===== config.mk =====
export PLATFORM = sky130hd
export DESIGN_NAME = jkff_bank
export DESIGN_NICKNAME = d
export VERILOG_FILES = /design/src/rtl/jk_pkg.sv /design/src/rtl/jkff_cell.sv /design/src/rtl/jkff_bank.sv
export SDC_FILE = /design/constraint.sdc
export NUM_CORES = 1
export LEC_CHECK = 0
export BUFFER_PORTS_ARGS = -buffer_cell sky130_fd_sc_hd__buf_4
export CORE_MARGIN = 4
export CORE_UTILIZATION = 53
export CTS_CLUSTER_SIZE = 14
export DETAILED_ROUTE_END_ITERATION = 8
export PLACE_DENSITY_LB_ADDON = 0.05
export SLEW_MARGIN = 20
export SYNTH_ARGS = -nofsm -noshare
export SYNTH_HDL_FRONTEND = slang
export SYNTH_SLANG_ARGS = --single-unit

===== constraint.sdc =====
create_clock -name CLK -period 4.8 [get_ports CLK]
set_input_delay 0.48 -clock CLK [delete_from_list [all_inputs] [get_ports CLK]]
set_output_delay 0.48 -clock CLK [all_outputs]
set_load 0.05 [all_outputs]

===== src/rtl/jk_pkg.sv =====
// jk_pkg: JK command encoding and helper functions for the jkff_bank slice.
// Latency: n/a (types and pure functions only).
// Backpressure: n/a.
package jk_pkg;

  // Command encoding is the raw {J,K} pair
  typedef enum logic [1:0] {
    HOLD   = 2'b00,
    RESET  = 2'b01,
    SET    = 2'b10,
    TOGGLE = 2'b11
  } jk_cmd_e;

  // popcount operates on a fixed-width vector; callers zero-extend into it,
  // so a bank may be at most JK_MAX_W bits wide.
  localparam int JK_MAX_W = 64;
  localparam int JK_POP_W = 7;

  function automatic logic jk_next(input jk_cmd_e cmd, input logic q);
    logic r;
    case (cmd)
      HOLD:    r = q;
      RESET:   r = 1'b0;
      SET:     r = 1'b1;
      default: r = ~q;
    endcase
    return r;
  endfunction

  function automatic logic [JK_POP_W-1:0] popcount(input logic [JK_MAX_W-1:0] v);
    logic [JK_POP_W-1:0] n;
    n = '0;
    for (int i = 0; i < JK_MAX_W; i++) begin
      n = n + JK_POP_W'(v[i]);
    end
    return n;
  endfunction

endpackage


===== src/rtl/jkff_cell.sv =====
// jkff_cell: one JK flop with a parallel-load override and a per-edge change flag.
// Latency: the presented command takes effect on the next rising edge of CLK.
// Backpressure: none; a new command is accepted every cycle.
module jkff_cell
  import jk_pkg::*;
#(
  parameter logic RESET_VAL = 1'b0
) (
  input  logic       CLK,
  input  logic       RST_N,
  input  logic [1:0] cmd,
  input  logic       load,
  input  logic       load_data,
  output logic       q,
  output logic       changed
);

  logic q_nxt;

  // Load overrides whatever JK command is presented
  always_comb begin
    q_nxt = load ? load_data : jk_next(jk_cmd_e'(cmd), q);
  end

  // Flop value and its change flag update on the same edge
  always_ff @(posedge CLK or negedge RST_N) begin
    if (!RST_N) begin
      q       <= RESET_VAL;
      changed <= 1'b0;
    end else begin
      q       <= q_nxt;
      changed <= q_nxt ^ q;
    end
  end

endmodule


===== src/rtl/jkff_bank.sv =====
// jkff_bank: WIDTH independent JK flops with bank load, change flags and a saturating flip counter.
// Latency: 2 edges with PIPE=1 (registered command), 1 edge with PIPE=0; CLR_CNT always 1 edge.
// Backpressure: none; one command is accepted every cycle at full rate.
module jkff_bank
  import jk_pkg::*;
#(
  parameter int               WIDTH     = 8,
  parameter int               PIPE      = 1,
  parameter logic [WIDTH-1:0] RESET_VAL = '0,
  parameter int               CNT_W     = 8
) (
  input  logic             CLK,
  input  logic             RST_N,
  input  logic             EN,
  input  logic [WIDTH-1:0] J,
  input  logic [WIDTH-1:0] K,
  input  logic             LOAD,
  input  logic [WIDTH-1:0] LOAD_DATA,
  input  logic             CLR_CNT,
  output logic [WIDTH-1:0] Q,
  output logic [WIDTH-1:0] CHANGED,
  output logic [CNT_W-1:0] TOGGLE_CNT
);

  // Command as seen by the flops (registered or direct)
  logic             en_a;
  logic             load_a;
  logic [WIDTH-1:0] j_a;
  logic [WIDTH-1:0] k_a;
  logic [WIDTH-1:0] ld_a;

  if (PIPE != 0) begin : g_pipe
    logic             en_r;
    logic             load_r;
    logic [WIDTH-1:0] j_r;
    logic [WIDTH-1:0] k_r;
    logic [WIDTH-1:0] ld_r;

    // Command stage; reset leaves an idle command so nothing in flight survives
    always_ff @(posedge CLK or negedge RST_N) begin
      if (!RST_N) begin
        en_r   <= 1'b0;
        load_r <= 1'b0;
        j_r    <= '0;
        k_r    <= '0;
        ld_r   <= '0;
      end else begin
        en_r   <= EN;
        load_r <= LOAD;
        j_r    <= J;
        k_r    <= K;
        ld_r   <= LOAD_DATA;
      end
    end

    assign en_a   = en_r;
    assign load_a = load_r;
    assign j_a    = j_r;
    assign k_a    = k_r;
    assign ld_a   = ld_r;
  end else begin : g_direct
    assign en_a   = EN;
    assign load_a = LOAD;
    assign j_a    = J;
    assign k_a    = K;
    assign ld_a   = LOAD_DATA;
  end

  logic             load_app;
  jk_cmd_e          cmd [WIDTH];
  logic [WIDTH-1:0] q_nxt;
  logic [WIDTH-1:0] flips;

  assign load_app = en_a & load_a;

  // Per-bit applied command; next value is also needed here to count flips
  always_comb begin
    for (int i = 0; i < WIDTH; i++) begin
      cmd[i]   = en_a ? jk_cmd_e'({j_a[i], k_a[i]}) : HOLD;
      q_nxt[i] = load_app ? ld_a[i] : jk_next(cmd[i], Q[i]);
    end
  end

  assign flips = q_nxt ^ Q;

  for (genvar i = 0; i < WIDTH; i++) begin : g_bit
    jkff_cell #(
      .RESET_VAL (RESET_VAL[i])
    ) u_cell (
      .CLK       (CLK),
      .RST_N     (RST_N),
      .cmd       (cmd[i]),
      .load      (load_app),
      .load_data (ld_a[i]),
      .q         (Q[i]),
      .changed   (CHANGED[i])
    );
  end

  logic [JK_MAX_W-1:0] flips_ext;
  logic [CNT_W:0]      cnt_sum;
  logic [CNT_W-1:0]    cnt_nxt;

  // Add this edge's flips with one spare bit, then clamp at all-ones
  always_comb begin
    flips_ext              = '0;
    flips_ext[WIDTH-1:0]   = flips;
    cnt_sum                = {1'b0, TOGGLE_CNT} + (CNT_W+1)'(popcount(flips_ext));
    cnt_nxt                = cnt_sum[CNT_W] ? {CNT_W{1'b1}} : cnt_sum[CNT_W-1:0];
  end

  // Clear discards the same edge's increment
  always_ff @(posedge CLK or negedge RST_N) begin
    if (!RST_N) begin
      TOGGLE_CNT <= '0;
    end else if (CLR_CNT) begin
      TOGGLE_CNT <= '0;
    end else begin
      TOGGLE_CNT <= cnt_nxt;
    end
  end

endmodule


# Yosys cells after proc, flatten, opt, wreduce, memory -nomap -nowiden
# Cells that the tools add are included.
[classes]
n_eq_ne = 16
n_lt_le_gt_ge = 0
n_addsub = 8
div = 0
n_reduce_logical = 8
mux = 26
bitwise = 18
shifts = 0
mul = 0
[op_table]
columns = ["op", "n"]
rows = [
  ["$pmux 1 s3", 8],
  ["$eq 2x1->1 const B", 8],
  ["$eq 2x2->1 const B", 8],
  ["$logic_not 2->1", 8],
  ["$mux 2", 8],
  ["$mux 8", 2],
  ["$add 8x7->9", 1],
  ["$mux 1", 8],
  ["$not 1->1", 8],
  ["$xor 1x1->1", 8],
  ["$xor 8x8->8", 1],
  ["$add 6x1->7", 1],
  ["$add 7x1->7", 1],
  ["$add 5x1->6", 1],
  ["$add 4x1->5", 1],
  ["$add 3x1->4", 1],
  ["$add 2x1->3", 1],
  ["$add 1x1->2", 1],
  ["$and 1x1->1", 1],
]
[word_totals]
register_bits = 50
romBits = 0
mem_bits_rw = 0
output_inout_bits = 24
memories = 0
latchBits = 0

# Logic depth before layout (Yosys ltp)
[depth]
depth_word = 15
depth_mapped = 15

# Hierarchy
# From an unflattened synthesis, not the netlist that was laid out.
[hier_totals]
hier_cells = 218
hier_area_um2 = 2502.4
[by_module_without_submodules]
columns = ["mod", "area_per_inst_um2", "seq_area_each_um2", "cells_each", "instances"]
rows = [
  ["jkff_bank", 1651.6, 850.8, 146, 1],
  ["jkff_cell", 106.4, 50.0, 9, 8],
]

# Worst setup path before layout
# No wires, ideal clock.
[synth_timing]
path_type = "flip-flop to flip-flop"
from = "register g_pipe.en_r, in the netlist en_a"
to = "register TOGGLE_CNT[0]"
setup_ps = 75
setup_slack_ps = 927
path_buffers = 2
period_less_slack_ps = 3873
arrival_time_ps = 3798
stages_incl_launch_ff = 15
path_cell_list = "dfrtp_1 -> clkbuf_1 -> clkbuf_1 -> o211a_1 -> inv_1 -> fa_1 -> fa_1 -> fa_1 -> fa_1 -> inv_1 -> fa_1 -> a21o_1 -> a21oi_2 -> or3_4 -> a21oi_2"
[synth_via]
elab_chain_len = 15
[synth_rtl]
columns = ["element", "line_no", "text"]
rows = [
  ["start, declared", "jkff_bank.sv:33", "logic en_r;"],
  ["start signal, assigned", "jkff_bank.sv:42", "en_r <= 1'b0;"],
  ["start signal, assigned", "jkff_bank.sv:48", "en_r <= EN;"],
  ["$mux 2", "jkff_bank.sv:79", "cmd[i] = en_a ? jk_cmd_e'({j_a[i], k_a[i]}) : HOLD;"],
  ["$eq 2x2->1 (tied with other cells)", "jk_pkg.sv:21", "case (cmd)"],
  ["$pmux 1 s3", "jk_pkg.sv:21", ""],
  ["$mux 1 (*)", "jkff_bank.sv:80", "q_nxt[i] = load_app ? ld_a[i] : jk_next(cmd[i], Q[i]);"],
  ["$xor 8x8->8 (*)", "jkff_bank.sv:84", "assign flips = q_nxt ^ Q;"],
  ["net flips[0]", "jkff_bank.sv:72", "logic [WIDTH-1:0] flips;"],
  ["$add 1x1->2 (*)", "jk_pkg.sv:34", "n = n + JK_POP_W'(v[i]);"],
  ["$add 2x1->3 (*)", "jk_pkg.sv:34", ""],
  ["$add 3x1->4 (*)", "jk_pkg.sv:34", ""],
  ["$add 4x1->5 (*)", "jk_pkg.sv:34", ""],
  ["$add 5x1->6 (*)", "jk_pkg.sv:34", ""],
  ["$add 6x1->7 (*)", "jk_pkg.sv:34", ""],
  ["$add 7x1->7 (*)", "jk_pkg.sv:34", ""],
  ["$add 8x7->9 (*)", "jkff_bank.sv:108", "cnt_sum = {1'b0, TOGGLE_CNT} + (CNT_W+1)'(popcount(flips_ext));"],
  ["$mux 8 (*)", "jkff_bank.sv:109", "cnt_nxt = cnt_sum[CNT_W] ? {CNT_W{1'b1}} : cnt_sum[CNT_W-1:0];"],
  ["$mux 8 (*)", "jkff_bank.sv:116", "end else if (CLR_CNT) begin"],
  ["end signal, assigned", "jkff_bank.sv:119", "TOGGLE_CNT <= cnt_nxt;"],
  ["end, declared", "jkff_bank.sv:22", "output logic [CNT_W-1:0] TOGGLE_CNT"],
]
# Mark *: on every way through the listed nets, which the timed path passes. The rest lies on a longest branch.

# Final worst setup path
[layout_timing]
from = "register g_bit[0].u_cell.q"
to = "register TOGGLE_CNT[5]"
[layout_via]
elab_chain_len = 14
[layout_rtl]
columns = ["element", "line_no", "text"]
rows = [
  ["start, declared", "jkff_cell.sv:14", "output logic q,"],
  ["start signal, assigned", "jkff_cell.sv:31", "q <= q_nxt;"],
  ["$not 1->1", "jk_pkg.sv:25", "default: r = ~q;"],
  ["$pmux 1 s3", "jk_pkg.sv:21", ""],
  ["$mux 1", "jkff_bank.sv:80", ""],
  ["$xor 8x8->8 (*)", "jkff_bank.sv:84", ""],
  ["net flips[0]", "jkff_bank.sv:72", ""],
  ["$add 1x1->2 (*)", "jk_pkg.sv:34", ""],
  ["$add 2x1->3 (*)", "jk_pkg.sv:34", ""],
  ["$add 3x1->4 (*)", "jk_pkg.sv:34", ""],
  ["$add 4x1->5 (*)", "jk_pkg.sv:34", ""],
  ["$add 5x1->6 (*)", "jk_pkg.sv:34", ""],
  ["$add 6x1->7 (*)", "jk_pkg.sv:34", ""],
  ["$add 7x1->7 (*)", "jk_pkg.sv:34", ""],
  ["$add 8x7->9 (*)", "jkff_bank.sv:108", ""],
  ["$mux 8 (*)", "jkff_bank.sv:109", ""],
  ["$mux 8 (*)", "jkff_bank.sv:116", ""],
]
# Marked as above.

==> qor.txt <==
status: finished, final reports clean
post-CTS setup buffer count: 0
final wirelength: 4050 µm
Final Hold Vio Count: 0
overall die area: 5540 µm²
Area Growth Syn to Fin: 18.3%
DR WL/cell: 13.4 µm
Place WS: 919 ps
Num CTS Buffers: 5
slowest CP cell: fa_1
clock tree buffer depth: 2
row cnt: 23
Total Routing Usage GR: 16.0%
clock latency at the later pin of the worst-skew pair: 290 ps
Crit Path Category: flip-flop to flip-flop
max-slew violations: 0
min cycle time layout: 3880 ps
Post-DRT Antenna Nets: 0
Netlist cell types: 31
Clock power frac: 23.6%
worst clock skew: 5.30 ps
TritonCTS clock tree: yes
crit path DAT: 4060 ps
Max-Cap Viols: 0
# resized after CTS: 0
post-route clock period utilization: 80.9%
setup_tns: 0 ps
Post-Syn Instances: 215
static leakage: 0.00139 µW
slowest stage delay, CP: 500 ps
r2r endpoint: TOGGLE_CNT[5]$_DFF_PN0_
Root Driver: clkbuf_8
DR pass1 iterations: 4
Comb pwr share: 36.2%
largest net degree at the start of global routing: 51
die height: 74.4 µm
Pint: 808 µW
antenna violations before repair: 0
Fmax: 257 MHz
reg2reg setup slack: 920 ps
Port Buf Inserts: 52
Storage cell area: 1250 µm²
Post-DP HPWL: 3030 µm
Syn Nets: 255
Worst-Margin Slew: 604 ps
Min-Delay Path Class: input port to async pin
Synth Warn #: 0
Initial Util: 56.5%
register area share after synthesis: 53.5%
most common cell after layout, fill and taps aside: buf_4
Worst R2R Path Depth: 14
RSZ-0062 raised after global routing: no
final setup fails: 0
Psw: 426 µW
Rel. slew slack: 59.7%
vias: 1617
min setup slack post-route: 916 ps
global-route wire length before repair: 6800 µm
Top cell by count, worst path: fa_1
Syn Area/Cell: 10.9 µm²
CTS H-tree depth: 2
Post-Syn Area: 2340 µm²
routed vias/inst: 5.35
DRT iter0 DRCs: 36
VDD IR max: 0.000207 V
Reg power frac: 40.2%
Clock Pin Slew Worst Setup and Hold Paths: 80 ps
Cell Chain, Critical Path: nand2b_1 > nand2_1 > o211a_1 > inv_1 > fa_1 > fa_1 > fa_1 > fa_1 > inv_1 > fa_1 > a21o_1 > a21oi_2 > o2111ai_1 > o311a_1
top fanout value on the critical path: 5
share of post-route cells with drive strength above 1: 27.0%
IO Pins: 53
Pwr Density: 445 nW/µm²
Setup crit end kind: flip-flop
RD Place Congestion: 0.854
clk sinks: 50
synthesized flop and latch total: 50
hold_buf cts: 0
Required @ worst endpoint: 4980 ps
FILL cells: 345
DR DRC count: 0
Antenna Cells: 0
grt total ovfl: 0
CP startpoint kind: flip-flop
die width: 74.4 µm
core area: 4140 µm²
Crit Reg-Reg Startpoint: g_bit[0].u_cell.q$_DFF_PN0_
most frequent cells in the layout: 54 x buf_4, 50 x dfrtp_1, 33 x nand2_1, 14 x o21ai_0, 14 x inv_1
area of the multi-input gates: 885 µm²
vias in the first global route: 1591
Final #Nets: 292
switching share of power: 34.5%
-- cell usage after synthesis (all sizes together) --
library cell | n | share of area (%)
xnor2 | 8 | 3.0
nor2b | 1 | 0.27
o211ai | 6 | 1.9
mux2i | 2 | 0.86
ha | 6 | 3.2
nor3 | 1 | 0.21
a21o | 1 | 0.32
nor4b | 2 | 0.75
fa | 5 | 4.3
dfrtp | 50 | 53
and2 | 1 | 0.27
o211a | 4 | 1.7
inv | 14 | 2.2
o311a | 1 | 0.43
a311oi | 1 | 0.37
nor2 | 4 | 0.64
o2111ai | 2 | 0.75
nand3 | 2 | 0.43
clkbuf | 5 | 0.80
or3 | 1 | 0.48
nand2b | 9 | 2.4
a21oi | 8 | 2.5
o21ba | 1 | 0.43
o21ai | 20 | 4.3
nand2 | 33 | 5.3
a22o | 8 | 3.0
buf | 19 | 5.7
-- metal layers --
layer	global-route usage, %	vias to the layer above	wire, µm
met5	0	-	0
met2	27.4	39	1950
met1	19.0	786	1750
met3	4.73	9	270
met4	6.13	0	80
li1	-	783	-
-- final cells by class --
| class | instances | share of cell area [%] |
|---|---|---|
| sequential | 50 | 45.2 |
| tap | 50 | 2.26 |
| clock buffer | 6 | 2.98 |
| inverter | 14 | 1.90 |
| clock inverter | 1 | 1.08 |
| timing repair buffer | 54 | 14.6 |
| multi-input combinational | 127 | 31.9 |
-- state kept, by name, indices dropped and copies added (netlist names) --
name and cells:
TOGGLE_CNT 8, g_bit.u_cell.changed 8, g_bit.u_cell.q 8, g_pipe.j_r 8
g_pipe.k_r 8, g_pipe.ld_r 8, en_a 1, g_pipe.load_r 1
-- power by group through the flow --
stage	Combinational (µW)	Sequential [µW]	Clock, µW
2_1_floorplan	316	543	0
3_3_place_gp	447	503	0
3_5_place_dp	452	505	0
4_1_cts	453	497	302
5_1_grt	505	502	319
6_report	447	496	291
-- how the worst max path moves through the flow --
stage,cells past startpoint,slack (ps),from,end
finish,14,920,g_bit[0].u_cell.q$_DFF_PN0_,TOGGLE_CNT[5]$_DFF_PN0_
global route,13,640,g_bit[2].u_cell.q$_DFF_PN0_,TOGGLE_CNT[5]$_DFF_PN0_
CTS,13,890,g_bit[2].u_cell.q$_DFF_PN0_,TOGGLE_CNT[1]$_DFF_PN0_
detailed placement,13,920,g_bit[2].u_cell.q$_DFF_PN0_,TOGGLE_CNT[0]$_DFF_PN0_
global placement,13,990,g_bit[2].u_cell.q$_DFF_PN0_,TOGGLE_CNT[0]$_DFF_PN0_
floorplan,14,930,en_a$_DFF_PN0_,TOGGLE_CNT[0]$_DFF_PN0_
-- per-stage QoR --
| stage | instances | power [µW] | utilization [%] | hold slack, ps | area (µm²) |
|---|---|---|---|---|---|
| after floorplan | 215 | 859 | - | 184 | 2340 |
| after global placement | 295 | 950 | 64.1 | 529 | 2660 |
| after detailed placement | 295 | 957 | 64.1 | 534 | 2660 |
| after CTS | 302 | 1250 | 66.8 | 202 | 2770 |
| after global routing | 302 | 1330 | 66.8 | 232 | 2770 |
| final | 302 | 1230 | 66.8 | 185 | 2770 |
-- worst max-delay path: cells and delay by family, from the launching register on --
kind                       cells  cell delay [ps]
AOI/OAI and AO/OA              5              940
adders and majority gates      5             2030
buffers and inverters          2              110
DFF                            1              430
and+or+nand+nor                2              260
-- logic make-up after synthesis --
group,Yosys count,synth area share (%)
adder cells (fa/ha/maj),11,7.49
multiplexers,2,0.856
AO/OA/AOI/OAI,52,15.7
XOR/XNOR,8,2.99
buffers and inverters,38,8.72
AND/OR/NAND/NOR,54,10.7
flip-flops,50,53.5
(Power assumes the default switching activity.)
